**config.mk**
```make
export PLATFORM = sky130hd
export DESIGN_NAME = arb3_gate_share
export DESIGN_NICKNAME = d
export VERILOG_FILES = /design/src/rtl/arb3_pkg.sv /design/src/rtl/arb3_rr_pick.sv /design/src/rtl/arb3_gate_share.sv
export SDC_FILE = /design/constraint.sdc
export NUM_CORES = 1
export LEC_CHECK = 0
export ABC_CLOCK_PERIOD_IN_PS = 1720
export CAP_MARGIN = 10
export CORE_AREA = 2 2 39 41
export CTS_CLUSTER_SIZE = 24
export DETAILED_ROUTE_END_ITERATION = 6
export DIE_AREA = 0 0 41 43
export GPL_TIMING_DRIVEN = 0
export MAX_ROUTING_LAYER = met4
export PLACE_DENSITY = 0.61
export SLEW_MARGIN = 20
export SYNTH_ARGS = -nofsm -noshare
export SYNTH_HDL_FRONTEND = slang
export SYNTH_HIERARCHICAL = 1
export SYNTH_SLANG_ARGS = --single-unit
```
**constraint.sdc**
```tcl
create_clock -name C -period 1.72 [get_ports C]
set_clock_uncertainty 0.1 [all_clocks]
set_input_delay 0.172 -clock C [delete_from_list [all_inputs] [get_ports C]]
set_output_delay 0.172 -clock C [all_outputs]
set_load 0.02 [all_outputs]
```
**src/rtl/arb3_pkg.sv**
```systemverilog
// rtl/arb3_pkg.sv - shared types and helpers for the 3-way gate-share arbiter
package arb3_pkg;

  localparam int NREQ = 3;

  typedef logic [1:0] idx_t;

  typedef enum logic [1:0] {
    IDLE  = 2'd0,
    GRANT = 2'd1,
    GAP   = 2'd2
  } state_e;

  // Requester index increment, wrapping 2 -> 0
  function automatic idx_t nxt(input idx_t i);
    return (i == 2'd2) ? 2'd0 : idx_t'(i + 2'd1);
  endfunction

endpackage

```
**src/rtl/arb3_rr_pick.sv**
```systemverilog
// rtl/arb3_rr_pick.sv - round-robin candidate picker, starts searching after LAST
module arb3_rr_pick
  import arb3_pkg::*;
(
  input  logic [NREQ-1:0] e_i,
  input  idx_t            last_i,
  output logic [NREQ-1:0] pick_o,
  output logic            valid_o
);

  idx_t c1;
  idx_t c2;

  assign c1 = nxt(last_i);
  assign c2 = nxt(c1);

  // First effective request in order LAST+1, LAST+2, LAST
  always_comb begin
    pick_o  = '0;
    valid_o = 1'b0;
    if (e_i[c1]) begin
      pick_o[c1] = 1'b1;
      valid_o    = 1'b1;
    end else if (e_i[c2]) begin
      pick_o[c2] = 1'b1;
      valid_o    = 1'b1;
    end else if (e_i[last_i]) begin
      pick_o[last_i] = 1'b1;
      valid_o        = 1'b1;
    end
  end

endmodule

```
**src/rtl/arb3_gate_share.sv**
```systemverilog
// rtl/arb3_gate_share.sv - round-robin owner of the shared gate site; ARB3_GATE_SHARE_TIMEOUT_EN enables hold timeout
module arb3_gate_share
  import arb3_pkg::*;
#(
  parameter logic [2:0] INV_MASK = 3'b011,
  parameter int         CNT_W    = 4,
  parameter int         HOLD_MAX = 15
) (
  input  logic       C,
  input  logic       R,
  input  logic [2:0] REQ,
  output logic [2:0] GNT,
  output logic       BUSY,
  output logic       TO
);

`ifdef ARB3_GATE_SHARE_TIMEOUT_EN
  localparam bit TIMEOUT_EN = 1'b1;
`else
  localparam bit TIMEOUT_EN = 1'b0;
`endif

  localparam logic [CNT_W-1:0] CNT_MAX  = '1;
  localparam logic [CNT_W-1:0] HOLD_LIM = CNT_W'(HOLD_MAX - 1);

  state_e           state_q, state_d;
  logic [NREQ-1:0]  gnt_q, gnt_d;
  idx_t             g_q, g_d;
  idx_t             last_q, last_d;
  logic [CNT_W-1:0] cnt_q, cnt_d;
  logic             busy_q, busy_d;
  logic             to_q, to_d;

  logic [NREQ-1:0]  e;
  logic [NREQ-1:0]  pick;
  logic             pick_valid;
  idx_t             pick_idx;
  logic             e_g;
  logic             timeout_hit;

  // Normalise per-bit polarity so everything below works on active-high requests
  assign e = REQ ^ INV_MASK;
  assign e_g = e[g_q];
  assign timeout_hit = TIMEOUT_EN && (cnt_q == HOLD_LIM);
  assign pick_idx = pick[1] ? 2'd1 : (pick[2] ? 2'd2 : 2'd0);

  arb3_rr_pick u_pick (
    .e_i     (e),
    .last_i  (last_q),
    .pick_o  (pick),
    .valid_o (pick_valid)
  );

  // Next-state: grant from IDLE, hold or release in GRANT, one dead cycle in GAP
  always_comb begin
    state_d = state_q;
    gnt_d   = gnt_q;
    g_d     = g_q;
    last_d  = last_q;
    cnt_d   = cnt_q;
    to_d    = 1'b0;
    case (state_q)
      IDLE: begin
        gnt_d = '0;
        if (pick_valid) begin
          gnt_d   = pick;
          g_d     = pick_idx;
          cnt_d   = '0;
          state_d = GRANT;
        end
      end
      GRANT: begin
        if (!e_g) begin
          gnt_d   = '0;
          last_d  = g_q;
          state_d = GAP;
        end else if (timeout_hit) begin
          gnt_d   = '0;
          last_d  = g_q;
          state_d = GAP;
          to_d    = 1'b1;
        end else if (cnt_q != CNT_MAX) begin
          cnt_d = cnt_q + 1'b1;
        end
      end
      GAP: begin
        gnt_d   = '0;
        state_d = IDLE;
      end
      default: begin
        gnt_d   = '0;
        state_d = IDLE;
      end
    endcase
    busy_d = (state_d != IDLE);
  end

  // State and output registers; reset wins over any in-flight grant
  always_ff @(posedge C) begin
    if (R) begin
      state_q <= IDLE;
      gnt_q   <= '0;
      g_q     <= 2'd0;
      last_q  <= 2'd2;
      cnt_q   <= '0;
      busy_q  <= 1'b0;
      to_q    <= 1'b0;
    end else begin
      state_q <= state_d;
      gnt_q   <= gnt_d;
      g_q     <= g_d;
      last_q  <= last_d;
      cnt_q   <= cnt_d;
      busy_q  <= busy_d;
      to_q    <= to_d;
    end
  end

  assign GNT  = gnt_q;
  assign BUSY = busy_q;
  assign TO   = to_q;

endmodule
```
# After elaboration in Yosys (flattened, before gate mapping)
# Cells that the tools add are included.
# totals
register_bits,10
mem_count,0
ramBits,0
output_inout_bits,5
latchBits,0
in_bits,5
rom_bits,0
elab_cells,57
# classes
n_mul,0
n_shift,0
mux,30
add_sub_neg,2
order_cmp,7
reduce_logical,7
bitwise,2
n_eq_ne,4
div_mod_pow,0
# ops
operator,count
$mux 3,5
$lt 2x3->1 const B,4
$mux 2,6
$mux 1,10
$bmux 1 s2,4
$demux 1 s2,3
$ge 2x1->1 const B,3
$pmux 3 s2,1
$add 2x1->2 const B,2
$eq 2x2->1 const B,2
$pmux 2 s2,1
$reduce_and 2->1,2
$logic_and 1x1->1,3
$eq 2x1->1 const B,1
$logic_not 2->1,1
$ne 2x2->1 const B,1
$not 2->2,1
$reduce_bool 2->1,1
$not 1->1,1

# Longest topological paths before layout
# depth
depth_word,12
depth_mapped,5
mapped_depth_nobuf,5

# Hierarchy
# Netlist, hierarchy kept.
# modules_own_cells
mod,instances,area_per_inst_um2,cells_per_inst,seq_area_each_um2
arb3_gate_share,1,478.0,54,200.2
arb3_rr_pick,1,65.1,10,0.0

# Worst setup path before layout
# No wires, ideal clock.
# synth_timing
path_kind,register to register
from,register last_q[1]
to,register g_q[0]
n_path_buf,0
setup_ns,0.132
slack_ns,0.386
required_time_ns,1.488
stages_incl_launch_ff,6
synth_period_minus_slack_ns,1.334
arrival_time_ns,1.102
path_cell_list,dfxtp_1 nand2_1 a211o_1 or3b_2 nand2_1 a21oi_1
# synth_via
elab_cells_between_ends,35
cone_classes,add/sub (2); order compare (6); eq/ne (2); mux (21); reduce/logical (4)
# synth_lines
element,line,text
"start, declared",arb3_gate_share.sv:29,"idx_t last_q, last_d;"
"start signal, assigned",arb3_gate_share.sv:112,last_q <= last_d;
$add 2x1->2 / $eq 2x2->1 (equally long branches),arb3_pkg.sv:16,return (i == 2'd2) ? 2'd0 : idx_t'(i + 2'd1);
$mux 2,arb3_pkg.sv:16,
$add 2x1->2 / $eq 2x2->1 (equally long branches),arb3_pkg.sv:16,
$mux 2,arb3_pkg.sv:16,
$bmux 1 s2,arb3_rr_pick.sv:24,end else if (e_i[c2]) begin
$mux 1 (not written as such),arb3_rr_pick.sv:24,
$mux 1,arb3_rr_pick.sv:24,
$mux 1 *,arb3_rr_pick.sv:21,if (e_i[c1]) begin
via pick_valid,arb3_gate_share.sv:36,logic pick_valid;
$reduce_and 2->1 (no source line) *,n/a,
"end signal, assigned",arb3_gate_share.sv:111,g_q <= g_d;
"end, declared",arb3_gate_share.sv:28,"idx_t g_q, g_d;"
# The timed path passes the listed nets; every way through them passes the cells marked *. The select of a mux whose other input is x is not followed.
# A chain may end at the register's enable or synchronous reset.

# Worst setup path after layout
# layout_timing
from,input REQ[0]
to,register gnt_q[1] (netlist: GNT[1])
# layout_via
elab_chain_len,8
elab_cells_between_ends,18
cone_classes,eq/ne (1); mux (16); bitwise (1)
# layout_rtl
element,line,text
"start, declared",arb3_gate_share.sv:11,"input logic [2:0] REQ,"
$not 2->2 (no source line) *,n/a,
via e[0],arb3_gate_share.sv:34,logic [NREQ-1:0] e;
$bmux 1 s2,arb3_rr_pick.sv:27,end else if (e_i[last_i]) begin
$mux 1 (not written as such),arb3_rr_pick.sv:27,
$mux 1,arb3_rr_pick.sv:27,
$mux 1,arb3_rr_pick.sv:24,
$mux 1 *,arb3_rr_pick.sv:21,
via pick_valid,arb3_gate_share.sv:36,
$mux 3 *,arb3_gate_share.sv:65,if (pick_valid) begin
$pmux 3 s2 *,arb3_gate_share.sv:62,case (state_q)
"end signal, assigned",arb3_gate_share.sv:110,gnt_q <= gnt_d;
"end, declared",arb3_gate_share.sv:27,"logic [NREQ-1:0] gnt_q, gnt_d;"
# Marked as above.

==> summary.txt <==
# H-tree levels - 1
Die Y - 43 um
CP bufs+invs - 2
CP top delay family - buffers and inverters
Cell area after synthesis - 543 um2
Seq cells post-synth - 10
Crit path launch type - primary input
Setup CP Type - primary input to flop
Post-route ant nets - 0
Layout cell share with drive strength beyond 1 - 0.107
Layout Area Growth over Synthesis - 22.6%
Status - finished clean
P per Cell Area - 825 nW/um2
Ant diodes - 0
Comb power frac - 0.238
Hold crit path type - flop to flop
CTS tree - built
Final Cycle Share - 0.922
Pleak - 0.238 nW
Die X-Extent - 41 um
Final core utilization - 0.481
Reg power frac - 0.480
GRT Total Usage - 0.160
Maximum vdd drop - 0.448 mV
Worst path cell trace - clkdlybuf4s50_1, inv_1, a211o_1, nor3b_1, nand2_1, o221ai_1
Distinct cells, synth - 31
Minimum clock period - 1.59 ns
Post-CTS setup buffers - 0
Initial antenna violation count - 0
Synthesized area per cell - 8.48 um2
Sw Share - 0.287
RSZ-0062 raised after global routing - no
Critical path fanouts, max - 5
Average vias per placed instance - 5.59
Core area - 1380 um2
Number of global-route vias before repair - 457
CTS Hold Buffers Added - 0
Largest net degree at the start of global routing - 11
WL/cell - 12.3 um
Initial Utilization - 0.392
Post-cts gate resize count - 0
Synth area leaders - dfxtp_1 37%, nand2b_1 5.8%, nand2_1 4.8%
Area share of the largest cell type after synthesis - 0.369
WP data required - 1.80 ns
Int Pwr - 392 uW
Post-placement cell count - 88
Vias - 509
Final setup vio count - 0
Drt drc - 0
Clk buf depth - 2
Post-synthesis sequential area ratio - 0.369
Critical path's slowest cell - clkdlybuf4s50_1
Non-Filler Instances - 91
Max-cap violations - 0
FP Rows - 14
Syn nets - 69
Drt initial violations - 19
Initial DRT Pass Iterations - 5
Max Slew Vio Count - 0
Cell count after synthesis - 64
CP Capture Type - flop
Clock latency on the worst-skew pair - 0.26 ns
Clk pwr share - 0.282
CTS sink cnt - 10
Data arrival, critical path - 1.67 ns
CTS Buf Count - 3
Boundary pin count - 10
Final #Nets - 82
Worst hold slack - 0.409 ns
Total chip power - 549 uW
Total gr overflow - 0
PortBufs - 8
Dpl hpwl - 849 um
Post-Route WL - 1120 um
Routability cong. - 0.843
Die Area - 1760 um2
Final Hold Fails - 0
Biggest area consumer among synthesized cells - dfxtp_1
YS warnings - 6
CP max stage delay - 0.46 ns
FMAX - 0.631 GHz
Clk slew on worst S/H paths - 0.07 ns
Clock Tree Root - clkbuf_4
# fillers - 139
First-pass GRT wire length - 1870 um
Switch Pwr - 157 uW
[worst reg2reg max path, stage by stage, from the launching register on]
cell      delay [ns]
dfxtp_1         0.35
nand2_1         0.08
a211o_1         0.13
nor3b_1         0.40
nand2_1         0.16
o221ai_1        0.19
[synth_stat cells]
master	n
dfxtp_1	10
nand2_1	7
a21oi_1	5
nand2b_1	5
inv_1	4
o221ai_1	3
or4_1	3
nor2_1	2
nor2b_1	2
nor3b_1	2
a2111oi_0	1
a211o_1	1
a221o_1	1
a22o_2	1
a311o_1	1
a31oi_1	1
and2b_1	1
and3_1	1
buf_4	1
clkbuf_1	1
conb_1	1
nand2b_2	1
nand2b_4	1
nand3_1	1
nand3b_1	1
nand4_1	1
nor4b_1	1
o21ai_0	1
o32ai_1	1
or2_1	1
or3b_2	1
[logic make-up (layout without fill, tap and decap cells)]
kind of cell | Yosys count | after routing | share of synthesized area
flops | 10 | 10 | 0.369
other cells | 1 | 1 | 0.00691
simple gates | 31 | 31 | 0.357
compound gates | 16 | 16 | 0.219
buf+inv | 6 | 17 | 0.0484
[per-layer routing]
metal | vias up | track usage | routed length (um)
met1 | 232 | 0.220 | 527
met3 | 2 | 0.0314 | 75
met5 | - | - | 0
met4 | 0 | 0.0800 | 13
met2 | 17 | 0.216 | 505
li1 | 258 | - | -
[final timing paths]
kind                          startpoint                   to  slack [ns]  cells past startpoint
setup reg to reg  last_q[1]$_SDFFE_PP1P_  GNT[1]$_SDFFE_PP0P_        0.21                      5
setup / recovery                  REQ[0]  GNT[1]$_SDFFE_PP0P_        0.13                      6
hold / removal       g_q[0]$_SDFFE_PP0P_  g_q[0]$_SDFFE_PP0P_        0.41                      2
hold reg to reg      g_q[0]$_SDFFE_PP0P_  g_q[0]$_SDFFE_PP0P_        0.41                      2
[power groups by stage]
stage | combinational (mW) | sequential, mW | clock (mW)
floorplan | 0.0775 | 0.277 | 0
global placement | 0.133 | 0.269 | 0
detailed placement | 0.131 | 0.269 | 0
CTS | 0.132 | 0.264 | 0.161
global route | 0.144 | 0.266 | 0.170
finish | 0.131 | 0.264 | 0.155
[layout make-up]
class	count	area, um2	share of cell area
Multi-Input combinational cell	48	317	0.476
Sequential cell	10	200	0.301
Timing Repair Buffer	8	80.1	0.120
Clock buffer	3	22.5	0.0338
Tap cell	16	20.0	0.0301
Inverter	4	15.0	0.0226
Buffer	2	11.3	0.0169
[state kept, by name (all words and copies together), names as in the netlist]
name,flops
BUSY,1
last_q,2
GNT,3
state_q,2
g_q,2
[layout by cell type (no fill, tap or decap), drive strengths merged, types with 3 or more instances in the layout]
cell           Yosys  layout
o221ai             3       3
or4                3       3
nand2              7       7
a21oi              5       5
clkdlybuf4s50      0       8
clkbuf             1       4
inv                4       4
nand2b             7       7
dfxtp             10      10
[per-stage QoR]
step | TNS, ns | setup slack [ns] | instance area, um2
after floorplan | 0 | 0.386 | 543
after global placement | -0.554 | -0.157 | 643
after detailed placement | -0.538 | -0.141 | 643
after CTS | 0 | 0.122 | 666
after global routing | 0 | 0.0273 | 666
final | 0 | 0.135 | 666
(Power assumes the default switching activity.)
